--- src/rtl/peridot_servo_stepgen.sv ---
// peridot_servo_stepgen
//   Shared step/frame timebase for the RC servo PWM channels. An exact-average
//   fractional divider turns clk into STEPNUM*FRAMERATE step strobes per
//   second. The block broadcasts the strobe, the current step number and a
//   frame-aligned enable to every channel generator. A small control/status
//   register carries the run request and the frame interrupt.
//
// Ports
//   clk            in   1   system clock, rising edge
//   reset_n        in   1   asynchronous active-low reset
//   reg_write      in   1   control write strobe, one clk
//   reg_writedata  in   8   b0 run_req, b1 irq_ena, b2 irq_clr (write-1)
//   reg_readdata   out  8   {5'b0, irq_flag, irq_ena, pwm_enable}
//   pwm_enable     out  1   run status, changes only at frame start
//   pwm_timing     out  1   one-clk step strobe
//   step_num       out  13  current step, stable between strobes
//   frame_start    out  1   one-clk pulse on the strobe where step_num wraps to 0
//   irq            out  1   irq_flag & irq_ena
module peridot_servo_stepgen #(
   parameter int unsigned CLOCKFREQ = 100000000,
   parameter int unsigned FRAMERATE = 50,
   parameter int unsigned STEPNUM   = 2560
) (
   input  logic        clk,
   input  logic        reset_n,
   input  logic        reg_write,
   input  logic [7:0]  reg_writedata,
   output logic [7:0]  reg_readdata,
   output logic        pwm_enable,
   output logic        pwm_timing,
   output logic [12:0] step_num,
   output logic        frame_start,
   output logic        irq
);

   localparam int unsigned STEPRATE = STEPNUM * FRAMERATE;
   localparam logic [32:0] CF33      = 33'(CLOCKFREQ);
   localparam logic [32:0] SR33      = 33'(STEPRATE);
   localparam logic [12:0] STEP_LAST = 13'(STEPNUM - 1);

   generate
      if (CLOCKFREQ < STEPRATE) begin : g_bad_rate
         $error("peridot_servo_stepgen: CLOCKFREQ must be >= STEPNUM*FRAMERATE");
      end
      if (STEPNUM < 1 || STEPNUM > 8192) begin : g_bad_stepnum
         $error("peridot_servo_stepgen: STEPNUM must be in 1..8192");
      end
   endgenerate

   logic [31:0] acc_q, acc_d;
   logic [32:0] sum;
   logic        tick;
   logic        wrap;
   logic [12:0] step_q, step_d;
   logic        timing_q;
   logic        fs_q;
   logic        en_q;
   logic        run_q;
   logic        ena_q;
   logic        flag_q;

   // Accumulator stays below CLOCKFREQ, so the 33-bit sum can never overflow
   // and subtracting CLOCKFREQ always lands back inside 32 bits.
   always_comb begin
      sum    = {1'b0, acc_q} + SR33;
      tick   = (sum >= CF33);
      acc_d  = tick ? 32'(sum - CF33) : sum[31:0];
      wrap   = (step_q == STEP_LAST);
      step_d = step_q;
      if (tick) begin
         step_d = wrap ? 13'd0 : step_q + 13'd1;
      end
   end

   always_ff @(posedge clk or negedge reset_n) begin
      if (!reset_n) begin
         acc_q    <= 32'd0;
         step_q   <= STEP_LAST;
         timing_q <= 1'b0;
         fs_q     <= 1'b0;
         en_q     <= 1'b0;
         run_q    <= 1'b0;
         ena_q    <= 1'b0;
         flag_q   <= 1'b0;
      end else begin
         acc_q    <= acc_d;
         step_q   <= step_d;
         timing_q <= tick;
         fs_q     <= tick && wrap;
         // Enable is sampled only at the frame boundary so a channel never
         // emits a truncated pulse when run_req toggles mid-frame.
         if (tick && wrap) begin
            en_q <= run_q;
         end
         if (reg_write) begin
            run_q <= reg_writedata[0];
            ena_q <= reg_writedata[1];
         end
         // Setting on the frame_start cycle takes priority over a clear.
         if (fs_q) begin
            flag_q <= 1'b1;
         end else if (reg_write && reg_writedata[2]) begin
            flag_q <= 1'b0;
         end
      end
   end

   assign pwm_enable   = en_q;
   assign pwm_timing   = timing_q;
   assign step_num     = step_q;
   assign frame_start  = fs_q;
   assign irq          = flag_q & ena_q;
   assign reg_readdata = {5'b0, flag_q, ena_q, en_q};

endmodule

--- config.mk ---
export PLATFORM = sky130hd
export DESIGN_NAME = peridot_servo_stepgen
export DESIGN_NICKNAME = d
export VERILOG_FILES = /design/src/rtl/peridot_servo_stepgen.sv
export SDC_FILE = /design/constraint.sdc
export NUM_CORES = 1
export LEC_CHECK = 0
export BUFFER_PORTS_ARGS = -buffer_cell sky130_fd_sc_hd__buf_4
export CAP_MARGIN = 15
export CORE_MARGIN = 3
export CORE_UTILIZATION = 59
export DETAILED_ROUTE_END_ITERATION = 10
export PLACE_DENSITY_LB_ADDON = 0.3
export SLEW_MARGIN = 10
export SYNTH_ARGS = -nofsm -noshare
export SYNTH_HDL_FRONTEND = slang
export SYNTH_SLANG_ARGS = --single-unit
--- constraint.sdc ---
create_clock -name clk -period 4.25 [get_ports clk]
set_input_delay 0.425 -clock clk [delete_from_list [all_inputs] [get_ports clk]]
set_output_delay 0.425 -clock clk [all_outputs]
set_load 0.02 [all_outputs]
=== Word level (Yosys, flattened, before mapping) ===
Cells that the tools add are included.

* Memories: 0
* Latch bits: 0
* Flip-flop bits (word level): 51
* Logic and storage cells: 21
* Bits of input ports: 11
* Memory bits (read-only): 0
* Memory bits (writable): 0

* Multiplexer cells: 4
* Add/sub/neg operators: 3
* Order comparisons: 1
* Shift operators: 0
* Multipliers: 0
* Div/mod/pow operators: 0
* Reduce and logical (&&, ||, !) cells: 3
* Equal/unequal tests: 1
* Bitwise operators: 1

{| class="wikitable"
|+ Operator list
! cell !! count
|-
| 32-bit by 17-bit adder with 33-bit output, second input constant || 1
|-
| 33-bit by 27-bit greater-or-equal comparator with 1-bit output, second input constant || 1
|-
| 32-bit 2-to-1 mux || 1
|-
| 32-bit by 27-bit subtractor with 32-bit output, second input constant || 1
|-
| 13-bit by 1-bit adder with 13-bit output, second input constant || 1
|-
| 13-bit by 12-bit == test with 1-bit output, second input constant || 1
|-
| 13-bit 2-to-1 mux || 1
|-
| 1-bit logical AND || 2
|-
| 1-bit 2-to-1 mux || 2
|-
| 2-bit nonzero test || 1
|-
| 1-bit bitwise AND || 1
|}

=== Depth between registers and ports, before layout ===
Gate-level depths: netlist (run 1).

* Depth in word-level cells: 3
* Gate-level depth with buffers: 13
* Mapped depth without buffers: 11

=== Worst setup path after synthesis (run 1) ===
No wires, ideal clock.

* Path type: reg-to-reg
* Start point: register acc_q[10]
* End point: register en_q, in the netlist pwm_enable
* Data arrival time: 3.178 ns
* Buffers on the path: 2
* Period minus slack after synthesis: 3.306 ns
* Setup slack: 0.944 ns
* Stages on the path, launching flop included: 12
* Library setup time: 0.128 ns
* Cell sequence: dfrtp_1 ha_1 or4_1 buf_2 nor4_2 o21ai_1 a222oi_1 o2111ai_1 and2_1 buf_6 nor4b_4 mux2_1

* Longest elaborated chain between the ends: 3

{| class="wikitable"
|+ RTL lines
! item !! line !! source
|-
| from (decl) || 50 || <nowiki>logic [31:0] acc_q, acc_d;</nowiki>
|-
| from (signal assigned) || 77 || <nowiki>acc_q <= 32'd0;</nowiki>
|-
| from (signal assigned) || 86 || <nowiki>acc_q <= acc_d;</nowiki>
|-
| 32-bit by 17-bit adder with 33-bit output || 65 || <nowiki>sum = {1'b0, acc_q} + SR33;</nowiki>
|-
| 33-bit by 27-bit greater-or-equal comparator with 1-bit output || 66 || <nowiki>tick = (sum >= CF33);</nowiki>
|-
| 1-bit logical AND || 92 || <nowiki>if (tick && wrap) begin</nowiki>
|-
| to (signal assigned) || 93 || <nowiki>en_q <= run_q;</nowiki>
|-
| to (decl) || 57 || <nowiki>logic en_q;</nowiki>
|}

No other way between the ends.
A chain may end at the register's enable or synchronous reset.

=== Worst setup path in the final report (run 1) ===
* Start point: register acc_q[11]
* End point: register step_q[5], in the netlist step_num[5]

* Longest elaborated chain between the ends: 2

{| class="wikitable"
|+ RTL lines
! item !! line !! source
|-
| 32-bit by 17-bit adder with 33-bit output || 65 ||
|-
| 33-bit by 27-bit greater-or-equal comparator with 1-bit output || 66 ||
|-
| to (signal assigned) || 87 || <nowiki>step_q <= step_d;</nowiki>
|-
| to (decl) || 54 || <nowiki>logic [12:0] step_q, step_d;</nowiki>
|}

No other way between the ends.

==> flow_summary_export.csv, run 1 <==
group,metric,value,unit
worst_setup_path,worstPathRequired,4.45,ns
grt,gr-total-overflow,0,
synthesis,synth-seq-area-share,0.356,
synthesis,yosys_warnings,0,
clocking,cts_tree,"done",
timing,rsz0062_at_grt,"false",
power_and_ir_drop,finalPower,689,µW
synthesis,ys_async_sr_fraction,1.00,
worst_hold_path,hp-class,"in2async",
grt,grt_pass1_vias,2373,
floorplanning,fp.dieH,78.0,µm
worst_setup_path,rr_worst_depth,10,
worst_setup_path,crit_path_start_kind,"flop",
routing,viasPerCell,6.01,
placed_design,gp_congestion,0.884,
timing,worst_slew_pin_slew,0.767,ns
floorplanning,start_util,0.630,
synthesis,synth.distinct_cells,66,
worst_setup_path,critPathMaxStageDelay,0.69,ns
grt,grt_max_degree,44,
worst_setup_path,crit_family,"compound AO/OA/AOI/OAI gates",
synthesis,synth_top_cell_by_area,"dfrtp_1",
grt,grt_pass1_wl,11.2,mm
clocking,cts_setup_buffers,0,
timing,min_period,3.87,ns
synthesis,synth_ff_type,"dfrtp_1",
floorplanning,io_pins,36,
routing,ant_nets,0,
worst_setup_path,crit_type,"reg2reg",
routing,drt_first_pass_iters,4,
clocking,clkTransAtPathRegs,0.08,ns
cells_and_area,final_common_cell,"buf_4",
cells_and_area,fin_nets,368,
grt,track_usage,0.226,
clocking,clock_latency,0.30,ns
timing,finalCritPeriodShare,0.910,
clocking,clk_path_buf_depth,2,
clocking,cts.sinks,43,
placed_design,io_buffers,25,
worst_setup_path,r2r_setup_slack,0.38,ns
power_and_ir_drop,ir_drop,0.000206,V
worst_setup_path,critPathArrivalTime,4.07,ns
cells_and_area,finish.utilization,0.690,
floorplanning,die_area,6080,µm²
worst_setup_path,worstReg2RegEnd,"step_num[5]$_DFFE_PN1P_",
worst_setup_path,worstPathCellList,"ha_1 > or4_1 > o211ai_1 > o21ai_0 > a222oi_1 > o2111ai_1 > and2_1 > buf_4 > or2_1 > o41ai_2",
timing,hold_slack,0.105,ns
floorplanning,die_w,78.0,µm
power_and_ir_drop,p_leak,0.00133,µW
timing,drv_slew,0,
routing,num_vias,2529,
synthesis,syn-instance-count,334,
timing,relSlewSlack,0.485,
synthesis,synth_area_leaders,"dfrtp_1 27%, dfstp_2 8.6%, xnor2_1 6.6%",
routing,wl_per_cell,15.0,µm
cells_and_area,antenna_cells,0,
synthesis,syn_area,3050,µm²
worst_setup_path,path_buf_inv,1,
run_status,status,"completed",
worst_setup_path,crit_path_end_kind,"flop",
synthesis,synth.avg_cell_area,9.14,µm²
clocking,cts_hold_buffers,0,
worst_setup_path,crit_path_top_delay_cell,"or4_1",
worst_setup_path,r2r_start,"acc_q[11]$_DFF_PN0_",
timing,setup_violations,0,
routing,wirelength,6.31,mm
grt,antenna_found_initial,0,
cells_and_area,final_cell_mix,"34 x buf_4, 33 x dfrtp_1, 27 x nand2_1",
timing,setup_tns,0,ns
power_and_ir_drop,p_per_area,206,nW/µm²
routing,drc,0,
timing,max_clock_freq,258,MHz
cells_and_area,drive_gt1_frac,0.186,
placed_design,dp_hpwl,4.60,mm
timing,hold_viol,0,
timing,finClkSkew,0.00795,ns
synthesis,synth_enable_flop_cells,0,
clocking,cts_resized,0,
floorplanning,rows,25,
clocking,h-tree-depth,2,
floorplanning,coreArea,4850,µm²
job,maxCapViolCount,0,
synthesis,synth_top_area_frac,0.270,
clocking,numCtsBuffers,5,
cells_and_area,area_delta_synth_final,9.50,%
synthesis,ys_seq_elements,43,
worst_setup_path,cp_max_fo,10,
clocking,cts_root_buf,"clkbuf_8",
routing,drtIter0Drc,164,
state kept, by name, summed over array words and instances (netlist names):
signal       flops
acc_q           24
flag_q           1
pwm_timing       1
frame_start      1
step_num        13
ena_q            1
pwm_enable       1
run_q            1
worst max path at each step:
| stage | slack [ns] | to | start | depth (start not counted) |
|---|---|---|---|---|
| after floorplan | 0.94 | pwm_enable$_DFFE_PN0P_ | acc_q[10]$_DFF_PN0_ | 11 |
| after detailed placement | 0.46 | step_num[5]$_DFFE_PN1P_ | acc_q[11]$_DFF_PN0_ | 10 |
| final | 0.38 | step_num[5]$_DFFE_PN1P_ | acc_q[11]$_DFF_PN0_ | 10 |
| after CTS | 0.41 | step_num[5]$_DFFE_PN1P_ | acc_q[11]$_DFF_PN0_ | 10 |
| after global routing | 0.03 | step_num[5]$_DFFE_PN1P_ | acc_q[11]$_DFF_PN0_ | 10 |
| after global placement | 0.45 | step_num[5]$_DFFE_PN1P_ | acc_q[11]$_DFF_PN0_ | 10 |
kinds of logic (layout without fill, tap and decap cells):
group,after synthesis,after routing,share of synthesized area
other,1,5,0.00123
muxes,6,6,0.0209
xor gates and xnor gates,42,42,0.120
and+or+nand+nor,127,127,0.246
buffers and inverters,32,48,0.0561
DFF,43,43,0.356
AOI/OAI and AO/OA,79,79,0.182
adders and majority gates,4,4,0.0164
worst register-to-register path: stages (launching register included):
cell and delay [ns]:
dfrtp_1 0.49, ha_1 0.30, or4_1 0.69, o211ai_1 0.36, o21ai_0 0.17, a222oi_1 0.36
o2111ai_1 0.28, and2_1 0.34, buf_4 0.20, or2_1 0.30, o41ai_2 0.29
final cells by class:
class	count	area, µm²
clock buffer	6	72.6
multi-input combinational	263	1810
tap	67	83.8
inverter	6	22.5
clock inverter	2	12.5
sequential	43	1090
timing repair buffer	34	255
fill	388	1500
per-layer routing:
layer | vias to the layer above | routed length [µm] | GRT usage
met3 | 9 | 253 | 0.0452
met4 | 0 | 90 | 0.0769
met5 | - | 0 | 0
met1 | 1221 | 2960 | 0.318
met2 | 65 | 3000 | 0.348
li1 | 1234 | - | -
power breakdown:
part | switching [µW] | internal, µW
sequential | 1.06 | 411
combinational | 14.4 | 5.87
clock | 142 | 115
cells in the mapped netlist (7+ instances only):
master	instances
a21oi_1	11
nor3_1	7
nand2b_1	7
o21ai_0	15
a211oi_1	7
buf_4	8
xnor2_1	23
nand3_1	16
xor2_1	19
nor2_1	21
nand2_1	27
and3_1	7
dfstp_2	10
clkbuf_1	10
dfrtp_1	33
and2_1	9
metrics by stage:
step                      std cells  area, µm²  setup WS, ns
after detailed placement        413       3260         0.458
final                           421       3340         0.381
after CTS                       421       3340         0.407
after floorplan                 338       3070         0.944
after global routing            421       3340        0.0258
after global placement          413       3260         0.452
No activity file was read; power rests on OpenSTA's default activity.
==> run 2: changes to the inputs <==
Settings changed: ABC_AREA set to 1, CORE_UTILIZATION 59 to 60.
==> run 2 against run 1 <==
Fmax up 27%. Die area grew 9.4%. First-iteration DRC count is 38% higher. Clock-buffer cell count unchanged. Critical endpoint is now step_num[12]$_DFFE_PN0P_. Highest routed layer unchanged.
==> flow_summary_export.csv, run 2 <==
group,metric,value,unit
grt,grt_pass1_wl,13.0,mm
floorplanning,die_area,6650,µm²
grt,gr-total-overflow,0,
worst_setup_path,worstPathRequired,4.40,ns
cells_and_area,final_common_cell,"nand2_1",
synthesis,synth-seq-area-share,0.318,
floorplanning,start_util,0.646,
floorplanning,rows,26,
cells_and_area,fin_nets,525,
synthesis,synthSimpleGateAreaFrac,0.396,
worst_setup_path,r2r_start,"acc_q[10]$_DFF_PN0_",
worst_setup_path,cp_max_fo,41,
clocking,h-tree-depth,2,
synthesis,synth_area_leaders,"dfrtp_1 24%, nand2_1 16%, dfstp_2 7.7%",
timing,rsz0062_at_grt,"false",
placed_design,gp_congestion,0.999,
floorplanning,die_w,81.5,µm
synthesis,synth.distinct_cells,40,
routing,wl_per_cell,12.8,µm
synthesis,synth_enable_flop_cells,0,
clocking,cts_root_buf,"clkbuf_8",
synthesis,synth_ff_type,"dfrtp_1",
synthesis,syn-instance-count,489,
synthesis,synth_compound_area_frac,0.0789,
placed_design,placed_area,3600,µm²
cells_and_area,largest_register_ffs,24,
clocking,numCtsBuffers,5,
cells_and_area,area_delta_synth_final,8.95,%
timing,hold_viol,0,
synthesis,synth_common_cells,"147 x nand2_1, 57 x inv_1, 36 x nor2_1",
worst_setup_path,crit_type,"reg2reg",
timing,setup_violations,0,
run_status,status,"completed",
synthesis,synth_top_area_frac,0.241,
clocking,cts_tree,"done",
worst_setup_path,critPathArrivalTime,3.21,ns
cells_and_area,finish.instance_area,3730,µm²
synthesis,synth_most_common_cell,"nand2_1",
synthesis,muxShareOfSynthArea,0.00658,
timing,worst_slew_pin_slew,0.824,ns
floorplanning,fp.dieH,81.5,µm
routing,viasPerCell,5.25,
routing,ant_nets,0,
routing,drt_first_pass_iters,5,
worst_setup_path,rr_worst_depth,13,
synthesis,syn_area,3420,µm²
power_and_ir_drop,p_per_area,218,nW/µm²
synthesis,synth_xor_area_frac,0.0815,
worst_setup_path,crit_path_end_kind,"flop",
clocking,cts.sinks,43,
synthesis,yosys.area_share.adder,0.0146,
timing,setup_tns,0,ns
timing,finClkSkew,0.00886,ns
power_and_ir_drop,ir_drop,0.000148,V
timing,min_period,3.06,ns
synthesis,ys_seq_elements,43,
worst_setup_path,startpoint,"acc_q[10]$_DFF_PN0_",
synthesis,ys_async_sr_fraction,1.00,
worst_setup_path,worstReg2RegEnd,"step_num[12]$_DFFE_PN0P_",
routing,drtIter0Drc,227,
placed_design,dp_hpwl,5.70,mm
cells_and_area,top_register,"acc_q",
placed_design,io_buffers,25,
power_and_ir_drop,p_leak,0.00183,µW
synthesis,synth_top_cell_by_area,"dfrtp_1",
worst_hold_path,hp-class,"in2async",
routing,num_vias,3051,
worst_setup_path,crit_path_start_kind,"flop",
grt,antenna_found_initial,0,
timing,relSlewSlack,0.449,
grt,grt_pass1_vias,2986,
timing,max_clock_freq,327,MHz
timing,finalCritPeriodShare,0.719,
clocking,cts_resized,0,
grt,grt_max_degree,44,
routing,drc,0,
cells_and_area,final_cell_mix,"147 x nand2_1, 57 x inv_1, 36 x nor2_1",
floorplanning,coreArea,5300,µm²
clocking,clkTransAtPathRegs,0.09,ns
worst_setup_path,crit_end,"step_num[12]$_DFFE_PN0P_",
clocking,clk_path_buf_depth,2,
routing,wirelength,7.44,mm
floorplanning,io_pins,36,
synthesis,yosys_warnings,0,
timing,drv_slew,0,
cells_and_area,drive_gt1_frac,0.202,
clocking,cts_setup_buffers,0,
clocking,clock_latency,0.30,ns
job,maxCapViolCount,0,
worst_setup_path,r2r_setup_slack,1.19,ns
synthesis,synth_top_family_by_area,"simple AND/OR/NAND/NOR gates",
clocking,cts_hold_buffers,0,
grt,track_usage,0.251,
synthesis,synth.avg_cell_area,7.00,µm²
cells_and_area,antenna_cells,0,
## run 2: changes by cell type after synthesis, sizes merged, moves of 8 or more
cell / change
o21ai: +20
nand3: +24
xnor2: -17
and2: -8
nand2: +135
inv: +58
nor2: +34
clkbuf: -10
## run 2: layout make-up
cell class	count	area, µm²
flip-flops and latches	43	1090
clock buffers	6	72.6
multi-input cells	372	2000
repair buffers	25	188
fillers	430	1570
inverters	63	236
well taps	70	87.6
clock inverters	2	60.1
## run 2: worst min-delay path by stage
stage / start / to / slack [ns] / depth (start not counted)
2_1_floorplan: reset_n / acc_q[10]$_DFF_PN0_ / 0.13 / 0
3_3_place_gp: reset_n / acc_q[9]$_DFFE_PN0P_ / 0.44 / 1
3_5_place_dp: reset_n / step_num[9]$_DFFE_PN0P_ / 0.44 / 1
4_1_cts: reset_n / acc_q[9]$_DFFE_PN0P_ / 0.12 / 1
5_1_grt: reset_n / acc_q[9]$_DFFE_PN0P_ / 0.13 / 1
6_report: reset_n / acc_q[9]$_DFFE_PN0P_ / 0.1 / 1
## run 2: per-stage QoR
step | utilization | instances | total power, µW | hold slack [ns] | setup WS, ns
floorplan | - | 493 | 432 | 0.129 | 1.94
global placement | 0.678 | 573 | 441 | 0.445 | 1.29
detailed placement | 0.678 | 573 | 441 | 0.445 | 1.21
CTS | 0.703 | 581 | 816 | 0.118 | 1.18
global route | 0.703 | 581 | 829 | 0.133 | 0.785
finish | 0.703 | 581 | 812 | 0.0968 | 1.19
## run 2: kinds of logic (layout without fill, tap and decap cells)
kind of cell / Yosys count / count (layout)
adder cells (fa/ha/maj): 4 / 4
other: 1 / 5
AO/OA/AOI/OAI: 47 / 47
AND/OR/NAND/NOR: 286 / 286
flip-flops: 43 / 43
multiplexers: 2 / 2
XOR/XNOR: 28 / 28
buffers and inverters: 78 / 96
## run 2: report_power, final
group	internal [µW]	switching, µW
registers	411	1.34
logic	5.89	14.2
clock network	235	144
## run 2: critical path: stages (launching register included)
cell     delay [ns]
dfrtp_1        0.45
ha_1           0.30
nor2_2         0.23
nand3_2        0.17
nand2_1        0.15
nor2_1         0.06
nand2_1        0.05
nand2_1        0.15
inv_2          0.15
nor2_4         0.06
nor2_4         0.13
nand3_2        0.13
nor2_4         0.67
o21ai_0        0.17
## run 2: metal layers
layer  up-vias  global-route usage  part of all wire
li1       1567                   -                 -
met1      1370               0.316              0.44
met2        96               0.441              0.49
met3        18              0.0241             0.042
met4         0              0.0997             0.027
met5         -                   0                 0
==> run 3: changes to the inputs <==
Settings changed: CORE_UTILIZATION 60 to 54.
Clock period 4.25 ns to 2.74 ns, I/O delays scaled along.
==> run 3 against run 2 <==
Cell count increased by 2.8%. Sequential share of layout area decreased by 0.99 points. Critical endpoint is now acc_q[12]$_DFF_PN0_. Clock-buffer cell count decreased by 1. Worst hold slack improved by 0.12 ns. Fmax increased by 25%. Largest power group unchanged. Global-route usage decreased by 3.5 points. Clock power increased by 56%. Design area increased by 3.5%. Clock skew decreased by 0.0017 ns. Flip-flop and latch count unchanged. Via count decreased by 1.1%.
==> flow_summary_export.csv, run 3 (synthesis results as in run 2) <==
group,metric,value,unit
timing,relSlewSlack,0.643,
power_and_ir_drop,p_per_area,327,nW/µm²
cells_and_area,drive_gt1_frac,0.224,
clocking,h-tree-depth,2,
power_and_ir_drop,net-switching-power,252,µW
clocking,clkTransAtPathRegs,0.08,ns
cells_and_area,antenna_cells,0,
timing,setup_tns,0,ns
power_and_ir_drop,internal-power,1010,µW
worst_setup_path,crit_type,"reg2reg",
timing,max_clock_freq,408,MHz
floorplanning,coreArea,6030,µm²
placed_design,pre_cts_slack,0.149,ns
timing,drv_slew,0,
power_and_ir_drop,ir_drop,0.000282,V
worst_setup_path,critPathArrivalTime,2.62,ns
worst_setup_path,cpMostUsedCell,"nand3_1",
run_status,status,"completed",
floorplanning,die_area,7330,µm²
power_and_ir_drop,finalPower,1260,µW
power_and_ir_drop,p_leak,0.00189,µW
floorplanning,io_pins,36,
routing,wl_per_cell,12.2,µm
clocking,cts_root_buf,"clkbuf_8",
cells_and_area,final_cell_mix,"146 x nand2_1, 57 x inv_1, 35 x nor2_1",
clocking,clk_path_buf_depth,2,
job,maxCapViolCount,0,
cells_and_area,finish.utilization,0.641,
timing,rsz0062_at_grt,"false",
routing,drt_first_pass_iters,4,
clocking,cts_tree,"done",
grt,gr-total-overflow,0,
worst_setup_path,crit_path_start_kind,"flop",
grt,track_usage,0.216,
clocking,cts.sinks,43,
timing,min_period,2.45,ns
clocking,numCtsBuffers,5,
floorplanning,start_util,0.568,
worst_setup_path,cp_max_fo,22,
power_and_ir_drop,pwr-share-comb,0.026,
cells_and_area,final_common_cell,"nand2_1",
floorplanning,die_w,85.6,µm
power_and_ir_drop,swShare,0.200,
routing,wirelength,7.29,mm
timing,worst_slew_pin_slew,0.536,ns
worst_hold_path,hp-class,"in2reg",
routing,drc,0,
grt,grt_max_degree,44,
placed_design,gp_congestion,0.936,
timing,hold_viol,0,
routing,drtIter0Drc,139,
routing,ant_nets,0,
worst_setup_path,critPathMaxStageDelay,0.41,ns
timing,finClkSkew,0.00717,ns
timing,hold_slack,0.213,ns
cells_and_area,top_register,"acc_q",
power_and_ir_drop,seq_power_share,0.507,
floorplanning,rows,28,
worst_setup_path,worstPathCellList,"ha_2 > nor2_2 > buf_4 > nand2_1 > nand2_1 > nand3_1 > nor2_1 > nand3_1 > nor2_1 > nand3_1 > nand2_2 > inv_2 > nand2_2 > buf_12 > o21ai_0",
routing,num_vias,3018,
power_and_ir_drop,p_clk_frac,0.467,
grt,antenna_found_initial,0,
cells_and_area,fin_nets,536,
placed_design,dp_hpwl,5.77,mm
worst_setup_path,crit_path_top_delay_cell,"dfrtp_1",
grt,grt_pass1_vias,2888,
cells_and_area,largest_register_ffs,24,
cells_and_area,area_delta_synth_final,12.8,%
clocking,clock_latency,0.30,ns
routing,viasPerCell,5.06,
floorplanning,fp.dieH,85.6,µm
worst_setup_path,worstPathRequired,2.91,ns
placed_design,io_buffers,25,
timing,fin_ws,0.288,ns
timing,finalCritPeriodShare,0.895,
timing,setup_violations,0,
worst_setup_path,crit_path_end_kind,"flop",
grt,grt_pass1_wl,12.8,mm
run 3: cell count changes in the layout (fill, tap and decap cells not counted):
cell / before / now
buf_4: 25 / 32
buf_12: 0 / 2
o21ai_0: 27 / 25
o21ai_1: 5 / 7
buf_6: 0 / 1
clkbuf_1: 1 / 0
clkinvlp_4: 0 / 1
dlygate4sd3_1: 0 / 1
ha_1: 4 / 3
ha_2: 0 / 1
nand2_1: 147 / 146
nand2_2: 12 / 13
nor2_1: 36 / 35
nor2_2: 13 / 14
run 3: worst paths after layout:
kind,slack (ns),end,depth (start not counted),startpoint
setup / recovery,0.29,acc_q[12]$_DFF_PN0_,15,acc_q[11]$_DFF_PN0_
hold / removal,0.21,ena_q$_DFFE_PN0P_,2,reg_writedata[1]
setup reg to reg,0.29,acc_q[12]$_DFF_PN0_,15,acc_q[11]$_DFF_PN0_
hold reg to reg,0.48,flag_q$_DFFE_PN0P_,1,frame_start$_DFF_PN0_
max in group asynchronous,1.86,step_num[11]$_DFFE_PN1P_,2,reset_n
min in group asynchronous,0.49,acc_q[31]$_DFF_PN0_,2,reset_n
run 3: what timing repair did:
item,in CTS,in global routing
setup endpoints to repair,0,22
endpoints found under the hold margin,33,0
hold buffers,1,0
gates resized for setup,0,6
buffers inserted,0,2
run 3: critical path: cells and delay by family, from the launching register on:
kind                     cells  cell delay [ns]
AND/OR/NAND/NOR             10             1.28
flip-flops                   1             0.41
buffers and inverters        3             0.34
adder cells (fa/ha/maj)      1             0.22
AO/OA/AOI/OAI                1             0.08
run 3: area by class of cell:
class	instances	area, µm²
clock buffer	5	68.8
timing repair buffer	36	302
clock inverter	3	67.6
sequential	43	1090
multi-input combinational	372	2000
inverter	63	236
fill	543	2160
tap	75	93.8
run 3: metal layers:
layer  vias up  track usage  share of wire
li1       1584            -              -
met1      1362        0.275           0.46
met2        61        0.374           0.48
met3        11       0.0327          0.038
met4         0       0.0748          0.020
met5         -            0              0
run 3: power by group through the flow:
| stage | clock network, µW | logic (µW) | registers, µW |
|---|---|---|---|
| 6_report | 591 | 32.9 | 640 |
| 5_1_grt | 631 | 36.5 | 641 |
| 4_1_cts | 602 | 34.1 | 640 |
| 3_3_place_gp | 0 | 32.2 | 652 |
| 3_5_place_dp | 0 | 32.9 | 652 |
| 2_1_floorplan | 0 | 19.0 | 652 |
run 3: through the flow:
step,std cells,area [µm²]
final,597,3860
after global routing,597,3860
after CTS,595,3830
after detailed placement,586,3690
after global placement,586,3690
after floorplan,493,3440
